==> src/rtl/dual_port_ram_be.sv <==
// ============================================================================
// Module   : dual_port_ram_be
// Brief    : Dual-port RAM (A read/write, B read-only) with lane byte enables,
//            selectable write return mode, 1/2 cycle read latency, HW clear.
// Revision : 1.0
// ============================================================================
`default_nettype none

module dual_port_ram_be #(
    parameter  int DATA_WIDTH     = 8,
    parameter  int ADD_WIDTH      = 4,
    parameter  int DEPTH          = 16,
    parameter  int LANE_WIDTH     = 8,
    parameter  int READ_LATENCY   = 1,
    parameter  int WRITE_MODE     = 0,
    parameter  int CLEAR_ON_RESET = 1,
    localparam int NUM_LANES      = DATA_WIDTH / LANE_WIDTH
) (
    input  logic                  clk,
    input  logic                  reset,
    input  logic                  clear,
    output logic                  busy,
    input  logic                  a_en,
    input  logic                  a_we,
    input  logic [NUM_LANES-1:0]  a_be,
    input  logic [ADD_WIDTH-1:0]  a_addr,
    input  logic [DATA_WIDTH-1:0] a_wdata,
    output logic [DATA_WIDTH-1:0] a_rdata,
    output logic                  a_rvalid,
    input  logic                  b_en,
    input  logic [ADD_WIDTH-1:0]  b_addr,
    output logic [DATA_WIDTH-1:0] b_rdata,
    output logic                  b_rvalid,
    output logic                  collision
);

    localparam int                 IDX_W    = (DEPTH > 1) ? $clog2(DEPTH) : 1;
    localparam logic [ADD_WIDTH:0] DEPTH_C  = (ADD_WIDTH + 1)'(DEPTH);
    localparam logic [IDX_W-1:0]   LAST_IDX = IDX_W'(DEPTH - 1);

    typedef enum logic [0:0] {
        S_IDLE  = 1'b0,
        S_CLEAR = 1'b1
    } state_t;

    state_t                  state_q;
    logic                    busy_q;
    logic [IDX_W-1:0]        cnt_q;

    logic [DATA_WIDTH-1:0]   mem_q [DEPTH];

    logic                    a_acc;
    logic                    b_acc;
    logic                    a_in_range;
    logic                    b_in_range;
    logic [IDX_W-1:0]        a_idx;
    logic [IDX_W-1:0]        b_idx;
    logic                    a_wr;
    logic [DATA_WIDTH-1:0]   a_old;
    logic [DATA_WIDTH-1:0]   b_old;
    logic [DATA_WIDTH-1:0]   a_merged;
    logic [DATA_WIDTH-1:0]   a_rdata_d;
    logic                    collision_d;

    logic                    a_v1_q;
    logic                    b_v1_q;
    logic                    col1_q;
    logic [DATA_WIDTH-1:0]   a_d1_q;
    logic [DATA_WIDTH-1:0]   b_d1_q;

    // ------------------------------------------------------------------
    // Clear sequencer: sweeps every word once, then hands the array back.
    // ------------------------------------------------------------------
    always_ff @(posedge clk or negedge reset) begin
        if (!reset) begin
            state_q <= (CLEAR_ON_RESET != 0) ? S_CLEAR : S_IDLE;
            busy_q  <= (CLEAR_ON_RESET != 0);
            cnt_q   <= '0;
        end else begin
            case (state_q)
                S_IDLE: begin
                    if (clear) begin
                        state_q <= S_CLEAR;
                        busy_q  <= 1'b1;
                        cnt_q   <= '0;
                    end
                end
                S_CLEAR: begin
                    if (cnt_q == LAST_IDX) begin
                        state_q <= S_IDLE;
                        busy_q  <= 1'b0;
                        cnt_q   <= '0;
                    end else begin
                        cnt_q <= cnt_q + 1'b1;
                    end
                end
                default: begin
                    state_q <= S_IDLE;
                    busy_q  <= 1'b0;
                    cnt_q   <= '0;
                end
            endcase
        end
    end

    assign busy = busy_q;

    assign a_acc      = a_en & ~busy_q;
    assign b_acc      = b_en & ~busy_q;
    assign a_in_range = ({1'b0, a_addr} < DEPTH_C);
    assign b_in_range = ({1'b0, b_addr} < DEPTH_C);
    assign a_idx      = a_addr[IDX_W-1:0];
    assign b_idx      = b_addr[IDX_W-1:0];
    assign a_wr       = a_acc & a_we & a_in_range;

    // Out-of-range addresses read as zero and never index the array.
    assign a_old = a_in_range ? mem_q[a_idx] : '0;
    assign b_old = b_in_range ? mem_q[b_idx] : '0;

    for (genvar i = 0; i < NUM_LANES; i++) begin : g_lane
        assign a_merged[i*LANE_WIDTH +: LANE_WIDTH] =
            a_be[i] ? a_wdata[i*LANE_WIDTH +: LANE_WIDTH]
                    : a_old[i*LANE_WIDTH +: LANE_WIDTH];
    end

    assign a_rdata_d = (a_we && (WRITE_MODE != 0) && a_in_range) ? a_merged : a_old;

    // A write with no lane enabled changes nothing, so it cannot collide.
    assign collision_d = b_acc & a_acc & a_we & (|a_be) & a_in_range & b_in_range
                         & (a_addr == b_addr);

    always_ff @(posedge clk) begin
        if (busy_q) begin
            mem_q[cnt_q] <= '0;
        end else if (a_wr) begin
            mem_q[a_idx] <= a_merged;
        end
    end

    always_ff @(posedge clk or negedge reset) begin
        if (!reset) begin
            a_v1_q <= 1'b0;
            b_v1_q <= 1'b0;
            col1_q <= 1'b0;
            a_d1_q <= '0;
            b_d1_q <= '0;
        end else begin
            a_v1_q <= a_acc;
            b_v1_q <= b_acc;
            col1_q <= collision_d;
            if (a_acc) begin
                a_d1_q <= a_rdata_d;
            end
            if (b_acc) begin
                b_d1_q <= b_old;
            end
        end
    end

    if (READ_LATENCY == 2) begin : g_lat2
        logic                  a_v2_q;
        logic                  b_v2_q;
        logic                  col2_q;
        logic [DATA_WIDTH-1:0] a_d2_q;
        logic [DATA_WIDTH-1:0] b_d2_q;

        always_ff @(posedge clk or negedge reset) begin
            if (!reset) begin
                a_v2_q <= 1'b0;
                b_v2_q <= 1'b0;
                col2_q <= 1'b0;
                a_d2_q <= '0;
                b_d2_q <= '0;
            end else begin
                a_v2_q <= a_v1_q;
                b_v2_q <= b_v1_q;
                col2_q <= col1_q;
                if (a_v1_q) begin
                    a_d2_q <= a_d1_q;
                end
                if (b_v1_q) begin
                    b_d2_q <= b_d1_q;
                end
            end
        end

        assign a_rvalid  = a_v2_q;
        assign a_rdata   = a_d2_q;
        assign b_rvalid  = b_v2_q;
        assign b_rdata   = b_d2_q;
        assign collision = col2_q;
    end else begin : g_lat1
        assign a_rvalid  = a_v1_q;
        assign a_rdata   = a_d1_q;
        assign b_rvalid  = b_v1_q;
        assign b_rdata   = b_d1_q;
        assign collision = col1_q;
    end

endmodule

`default_nettype wire

==> config.mk <==
export PLATFORM = sky130hd
export DESIGN_NAME = dual_port_ram_be
export DESIGN_NICKNAME = d
export VERILOG_FILES = /design/src/rtl/dual_port_ram_be.sv
export SDC_FILE = /design/constraint.sdc
export NUM_CORES = 1
export LEC_CHECK = 0
export CAP_MARGIN = 0
export CORE_MARGIN = 4
export CORE_UTILIZATION = 60
export CTS_CLUSTER_DIAMETER = 150
export DETAILED_ROUTE_END_ITERATION = 12
export GPL_ROUTABILITY_DRIVEN = 0
export PLACE_DENSITY = 0.84
export RECOVER_POWER = 50
export SETUP_SLACK_MARGIN = 0.5
export SLEW_MARGIN = 15
export SYNTH_ARGS = -nofsm -noshare
export SYNTH_HDL_FRONTEND = slang
export SYNTH_SLANG_ARGS = --single-unit
==> constraint.sdc <==
create_clock -name clk -period 2.8 [get_ports clk]
set_input_delay 0.28 -clock clk [delete_from_list [all_inputs] [get_ports clk]]
set_output_delay 0.28 -clock clk [all_outputs]
set_load 0.005 [all_outputs]
==> impl_table.tex, run 1 <==
\begin{tabular}{lr}
\hline
Metric & Value \\
\hline
\multicolumn{2}{l}{\textbf{STA}} \\
\quad Number of pins with negative max-slew slack in the final report & 0 \\
\quad Count of final hold-check violations & 0 \\
\quad Worst-case clock skew & 0.00743 ns \\
\quad Unrepaired setup endpoints after global routing & no \\
\quad Setup total negative slack & 0 ns \\
\quad Final setup violation count & 0 \\
\quad Highest achievable clock rate & 0.409 GHz \\
\quad Share of the clock period used by the worst path & 0.873 \\
\quad Worst Hold Margin & 0.155 ns \\
\quad Relative max-transition margin & 0.116 \\
\quad Time the final worst path needs with I/O delays and setup & between 2 and 2.5 ns \\
\quad Worst-Margin Slew & 1.33 ns \\
\multicolumn{2}{l}{\textbf{Clock tree}} \\
\quad Largest buffer count on any clock path & 2 \\
\quad Total number of clock tree sinks & between 150 and 200 \\
\quad Number of hold buffers added after cts & 0 \\
\quad Root cell of the clock tree & clkbuf\_16 \\
\quad Number of buffers added by the clock tree synthesis step & 17 \\
\quad Clock latency on the worst-skew pair & 0.43 ns \\
\quad CTS HTree Levels & 4 \\
\quad CTS tree & built \\
\quad Clock transition at the registers of the reported paths & 0.06 ns \\
\multicolumn{2}{l}{\textbf{Power}} \\
\quad Max IR drop VDD & 0.433 mV \\
\quad Leak Pwr & 3.46 nW \\
\quad PD cells & 789 nW/µm² \\
\quad PnR Total Power & between 0.007 and 0.008 W \\
\multicolumn{2}{l}{\textbf{GRT}} \\
\quad Pin count of the biggest net entering global routing & 38 \\
\quad Initial antenna violation count & 0 \\
\quad Via count of the first global-routing pass & 5,260 \\
\quad Overflow after GRT & 0 \\
\quad Total global-route track usage & 0.302 \\
\quad Wire length of the first global-routing pass & a little over 30,000 µm \\
\multicolumn{2}{l}{\textbf{Cells and area}} \\
\quad Area growth syn-to-layout & 20.7\% \\
\quad Number of nets in the final layout & just over 600 \\
\quad Commonest non-fill, non-tap cells in the layout & 128 x edfxtp\_1, 80 x mux2i\_1, 47 x buf\_4 \\
\quad Most common cell after layout, fill and taps aside & edfxtp\_1 \\
\quad Post-layout instance area & 8960 µm² \\
\quad Share of post-route cells with drive strength above 1 & 0.174 \\
\quad Diodes inserted & 0 \\
\multicolumn{2}{l}{\textbf{Critical path}} \\
\quad Worst-path cell chain & nand3b\_1, clkbuf\_1, buf\_4, nor2\_1, a32oi\_1, nor2\_1, buf\_4 \\
\quad Family with the most delay on the worst path & buffers and inverters \\
\quad Reg-to-Reg End & mem\_q[8][2] \\
\quad FF-to-FF path depth & 7 \\
\quad Capturing element type of the critical path & register \\
\quad Buf/Inv on CP & 3 \\
\quad Worst setup path end & mem\_q[8][2] \\
\quad Arrival time at the worst endpoint & 2.64 ns \\
\quad Setup slack of the most critical reg-to-reg path & 0.36 ns \\
\quad WS Path Type & reg2reg \\
\quad Highest net fanout along the worst path & 12 \\
\quad Startpoint of the worst-slack reg-to-reg timing path & busy \\
\quad Number of gates on the worst path with buffers counted & 7 \\
\quad Start point of the critical path & busy \\
\quad Critical Path Source Type & register \\
\quad Cell at the slowest stage of the critical path & dfstp\_1 \\
\quad Required time of the critical path & 2.99 ns \\
\quad Delay contributed by the slowest stage of the critical path & 0.67 ns \\
\multicolumn{2}{l}{\textbf{Flow run}} \\
\quad Count of max-cap constraint violations & 0 \\
\multicolumn{2}{l}{\textbf{Route}} \\
\quad Routed Antenna Nets & 0 \\
\quad Via count & about 5,300 \\
\quad DRT Wirelength & 20,700 µm \\
\quad Drt first pass iters & 5 \\
\quad Number of remaining DRC errors & 0 \\
\quad Drt first-iter violations & 730 \\
\quad Via/cell ratio & a little under 7 \\
\quad Post-detailed-route wirelength per cell & 26.6 µm \\
\multicolumn{2}{l}{\textbf{Logic synthesis}} \\
\quad Post-Syn Area & 7430 µm² \\
\quad Synthesized instance count & just over 500 \\
\quad Syn Area/Cell & 14.6 µm² \\
\quad Number of synthesized register bits & 153 \\
\quad Ys Warns & 0 \\
\quad Net count after synthesis & 531 \\
\quad Sequential-to-total area share from yosys stat & 0.602 \\
\quad Number of different library cells in the post-synthesis netlist & 37 \\
\multicolumn{2}{l}{\textbf{Placed design}} \\
\quad DP HPWL & $\sim$13,000 µm \\
\quad Area after DPL & 8330 µm² \\
\quad Number of buffers inserted by port buffering & 42 \\
\multicolumn{2}{l}{\textbf{Floorplan}} \\
\quad Width of the die & between 100 and 150 µm \\
\quad Number of top-level pins & 43 \\
\quad Die outline area & 14,200 µm² \\
\quad Number of placement rows & 40 \\
\quad Core Box Area & 12,100 µm² \\
\quad Height of the chip & roughly 120 µm \\
\quad Initial Util & 0.616 \\
\multicolumn{2}{l}{\textbf{Hold path}} \\
\quad Hold crit path type & in2async \\
\multicolumn{2}{l}{\textbf{Outcome}} \\
\quad Outcome & completed \\
\hline
\end{tabular}
-- worst reg2reg max path: cells and delay by family (launching register included) --
| kind | cells | cell delay [ns] |
|---|---|---|
| buffers and inverters | 3 | 0.69 |
| flip-flops | 1 | 0.67 |
| AND/OR/NAND/NOR | 3 | 0.44 |
| AO/OA/AOI/OAI | 1 | 0.39 |
-- routing by layer --
metal | up-vias | wire, µm | global-route usage
li1 | 2191 | - | -
met1 | 2583 | 7110 | 0.390
met2 | 430 | 9520 | 0.457
met3 | 100 | 2670 | 0.0779
met4 | 0 | 1350 | 0.189
met5 | - | 0 | 0
-- how the worst min path moves through the flow --
stage,depth (start not counted),startpoint,end
2_1_floorplan,0,reset,a_rdata[0]
3_3_place_gp,2,a_rdata[3],a_rdata[3]
3_5_place_dp,2,a_rdata[3],a_rdata[3]
4_1_cts,1,reset,b_rdata[3]
5_1_grt,1,reset,b_rdata[3]
6_report,1,reset,b_rdata[3]
-- where the power goes --
part | internal [W] | switching, W | total, W
combinational | 0.000711 | 0.000922 | 0.00163
sequential | 0.00293 | 0.000261 | 0.00319
clock | 0.00139 | 0.000854 | 0.00225
total | 0.00504 | 0.00204 | 0.00707
-- final cells by class --
| class | instances | area, µm² |
|---|---|---|
| flip-flops and latches | 153 | 4470 |
| fillers | 687 | 3100 |
| multi-input cells | 309 | 2730 |
| repair buffers | 106 | 940 |
| clock buffers | 23 | 488 |
| well taps | 168 | 210 |
| clock inverters | 9 | 97.6 |
| inverters | 8 | 30.0 |
-- state kept, by name, indices dropped and copies added, names as in the netlist --
register   count
a_rdata        8
busy           1
mem_q        128
b_rdata        8
state_q        1
collision      1
cnt_q          4
b_rvalid       1
a_rvalid       1
-- synth_stat cells --
cell,n,share of area
nand3b_1,2,0.0020
inv_1,8,0.0040
buf_12,1,0.0027
mux2_2,8,0.012
o21ai_1,8,0.0054
a22oi_1,17,0.017
a31oi_1,6,0.0051
o21ai_0,3,0.0020
nor2_1,23,0.012
mux2i_1,80,0.11
nand2_1,44,0.022
clkbuf_1,18,0.0091
nor3b_1,2,0.0020
mux4_2,11,0.033
or4_1,8,0.0081
edfxtp_1,128,0.52
nor2b_1,2,0.0017
a21oi_1,12,0.0081
nor3_1,3,0.0020
buf_2,14,0.0094
clkbuf_8,1,0.0019
and3_1,3,0.0025
mux4_1,21,0.074
a32oi_1,1,0.0012
nand4_1,17,0.014
dfstp_2,2,0.0071
buf_6,3,0.0045
xnor2_1,3,0.0035
ha_1,1,0.0017
and2_1,2,0.0017
o31ai_1,2,0.0020
xor2_1,1,0.0012
nand3_1,18,0.012
dfrtp_1,23,0.078
a21o_1,1,0.0010
nand2b_1,2,0.0017
o211ai_1,8,0.0081
-- metrics by stage --
step,utilization,instances,setup slack (ns)
floorplan,-,507,0.719
global placement,0.690,736,0.218
detailed placement,0.690,736,0.0818
CTS,0.743,772,0.524
global route,0.743,776,0.284
finish,0.743,776,0.356
-- repair_timing --
action                                  in CTS  in global routing
setup buffers                                4                  4
pin swaps                                    2                  4
resized for setup                            0                  1
endpoints found under the setup margin      42                 84
-- kinds of logic (layout without fill, tap and decap cells) --
kind of cell             after synthesis  in the layout  share of synthesized area
AO/OA/AOI/OAI                         58             58                     0.0500
XOR/XNOR                               4              4                    0.00472
adder cells (fa/ha/maj)                1              1                    0.00168
buffers and inverters                 45            146                     0.0317
flip-flops                           153            153                      0.602
multiplexers                         120            120                      0.228
AND/OR/NAND/NOR                      126            126                     0.0821
Power figures use the tool's default switching activity.
==> run 2: changes to the inputs <==
CORE_UTILIZATION = 62   (was 60)
CTS_BUF_LIST = sky130_fd_sc_hd__clkbuf_2   (was default)
PLACE_DENSITY = 0.86   (was 0.84)
==> run 2 against run 1 <==
Net effect: the run now ends with capacitance limit, slew limit left; non-clock buffer count down 14; critical path depth down 1; sequential cell count unchanged; combinational power down 4%; largest cell class unchanged; critical path type unchanged; sequential share of layout area up 3.2 points; final area down 6.1%; die area down 3.0%.
==> impl_table.tex, run 2 (same netlist as run 1, synthesis figures left out) <==
\begin{tabular}{lr}
\hline
Metric & Value \\
\hline
\multicolumn{2}{l}{\textbf{Floorplan}} \\
\quad Height of the chip & 117 µm \\
\quad Initial Util & 0.642 \\
\quad Width of the die & between 100 and 150 µm \\
\quad Number of top-level pins & 43 \\
\quad Number of placement rows & 39 \\
\quad Core Box Area & 11,600 µm² \\
\quad Die outline area & 13,800 µm² \\
\multicolumn{2}{l}{\textbf{STA}} \\
\quad Number of pins with negative max-slew slack in the final report & 26 \\
\quad Least setup slack across all paths after layout & 0.305 ns \\
\quad Worst-case clock skew & 0.0359 ns \\
\quad Setup total negative slack & 0 ns \\
\quad Worst-Margin Slew & 1.65 ns \\
\quad Time the final worst path needs with I/O delays and setup & 2.49 ns \\
\quad Count of final hold-check violations & 0 \\
\quad Highest achievable clock rate & 0.401 GHz \\
\quad Relative max-transition margin & -0.102 \\
\quad Share of the clock period used by the worst path & 0.891 \\
\quad Final setup violation count & 0 \\
\quad Unrepaired setup endpoints after global routing & yes \\
\multicolumn{2}{l}{\textbf{Critical path}} \\
\quad Capturing element type of the critical path & register \\
\quad Critical Path Source Type & register \\
\quad Highest net fanout along the worst path & 8 \\
\quad Required time of the critical path & 3.16 ns \\
\quad WS Path Type & reg2reg \\
\quad Arrival time at the worst endpoint & 2.85 ns \\
\multicolumn{2}{l}{\textbf{Route}} \\
\quad Drt first-iter violations & 572 \\
\quad DRT Wirelength & around 20,000 µm \\
\quad Via count & 5,130 \\
\quad Routed Antenna Nets & 0 \\
\quad Number of remaining DRC errors & 0 \\
\quad Via/cell ratio & 6.96 \\
\quad Drt first pass iters & 5 \\
\quad Post-detailed-route wirelength per cell & approximately 27 µm \\
\multicolumn{2}{l}{\textbf{Power}} \\
\quad Max IR drop VDD & 0.375 mV \\
\quad PD cells & 707 nW/µm² \\
\quad Leak Pwr & 3.19 nW \\
\multicolumn{2}{l}{\textbf{Clock tree}} \\
\quad CTS tree & built \\
\quad Total number of clock tree sinks & 153 \\
\quad Root cell of the clock tree & clkbuf\_2 \\
\quad Clock transition at the registers of the reported paths & roughly 0.19 ns \\
\quad Clock latency on the worst-skew pair & 0.73 ns \\
\quad CTS HTree Levels & 4 \\
\quad Largest buffer count on any clock path & 2 \\
\quad Number of buffers added by the clock tree synthesis step & 17 \\
\multicolumn{2}{l}{\textbf{Outcome}} \\
\quad Violations in the final reports & capacitance limit, slew limit \\
\quad Outcome & complete, but fails checks \\
\multicolumn{2}{l}{\textbf{GRT}} \\
\quad Initial antenna violation count & 1 \\
\quad Pin count of the biggest net entering global routing & 42 \\
\quad Overflow after GRT & 0 \\
\quad Total global-route track usage & 0.298 \\
\quad Via count of the first global-routing pass & 5,155 \\
\quad Wire length of the first global-routing pass & 30,400 µm \\
\multicolumn{2}{l}{\textbf{Hold path}} \\
\quad Hold crit path type & in2reg \\
\multicolumn{2}{l}{\textbf{Cells and area}} \\
\quad Area growth syn-to-layout & 13.4\% \\
\quad Commonest non-fill, non-tap cells in the layout & 128 x edfxtp\_1, 80 x mux2i\_1, 44 x nand2\_1 \\
\quad Most flop-heavy register & mem\_q \\
\quad Share of post-route cells with drive strength above 1 & 0.153 \\
\quad Number of nets in the final layout & between 600 and 700 \\
\quad Most common cell after layout, fill and taps aside & edfxtp\_1 \\
\quad Filler cells & slightly above 700 \\
\quad Largest register FFs & 128 \\
\multicolumn{2}{l}{\textbf{Flow run}} \\
\quad Count of max-cap constraint violations & 1 \\
\multicolumn{2}{l}{\textbf{Placed design}} \\
\quad DP HPWL & 13,100 µm \\
\quad Worst slack at placement & -0.0409 ns \\
\quad Number of buffers inserted by port buffering & 42 \\
\hline
\end{tabular}
run 2: cell count changes in the layout (fill, tap and decap cells not counted), sizes merged:
cell and change:
buf -20, clkbuf -1, clkdlybuf4s25 +1, clkdlybuf4s50 +4
clkinv -1, clkinvlp +2, diode +1, dlygate4sd3 -4
inv +4
run 2: cell type report:
cell class              count  area, µm²  area share
flip-flops and latches    153       4470       0.531
multi-input cells         309       2730       0.324
repair buffers             92        774      0.0920
well taps                 143        179      0.0213
clock inverters            14        146      0.0174
clock buffers              17       85.1      0.0101
inverters                   8       30.0     0.00357
diodes                      1       2.50    0.000297
run 2: critical path, stage by stage, from the launching register on:
cell	delay, ns
dfstp_1	0.42
clkbuf_1	0.21
nand2b_1	0.21
nor2_1	0.29
a31oi_1	0.24
nor2_1	0.15
clkbuf_1	0.63
run 2: where the power goes:
part	internal [W]	switching, W
clock network	0.000410	0.000796
registers	0.00292	0.000261
logic	0.000649	0.000913
total	0.00398	0.00197
run 2: what timing repair did:
| action | 4_1_cts | 5_1_grt |
|---|---|---|
| hold buffers | 1 | 0 |
| pin swaps | 8 | 0 |
| gates resized for setup | 3 | 3 |
| endpoints found under the setup margin | 149 | 30 |
| endpoints found under the hold margin | 23 | 0 |
| setup buffers | 9 | 0 |
run 2: routing by layer:
layer / share of wire / track usage / wire length [µm]
met3: 0.13 / 0.0890 / 2510
met1: 0.36 / 0.383 / 7100
met5: 0 / 0 / 0
met2: 0.47 / 0.468 / 9360
met4: 0.051 / 0.149 / 1020
run 2: stage by stage:
step / hold slack [ns] / cell area, µm² / power [W] / cells / utilization
floorplan: -0.0156 / 7430 / 0.00397 / 507 / -
detailed placement: 0.475 / 8150 / 0.00479 / 695 / 0.705
CTS: 0.0672 / 8470 / 0.00599 / 736 / 0.732
finish: 0.131 / 8420 / 0.00595 / 737 / 0.728
global route: 0.0664 / 8420 / 0.00621 / 737 / 0.728
global placement: 0.470 / 8150 / 0.00471 / 695 / 0.705
run 2: worst paths after layout:
path                                 start      endpoint  slack [ns]  depth (start not counted)
worst max register to register        busy  mem_q[14][0]        0.31                          6
worst min register to register  a_rdata[1]    a_rdata[1]        0.50                          2
worst min-delay path             b_addr[0]     collision        0.13                          3
min in group asynchronous            reset    a_rdata[6]        1.02                          3
max in group asynchronous            reset    b_rdata[5]        0.82                          3
worst max-delay path                  busy  mem_q[14][0]        0.31                          6
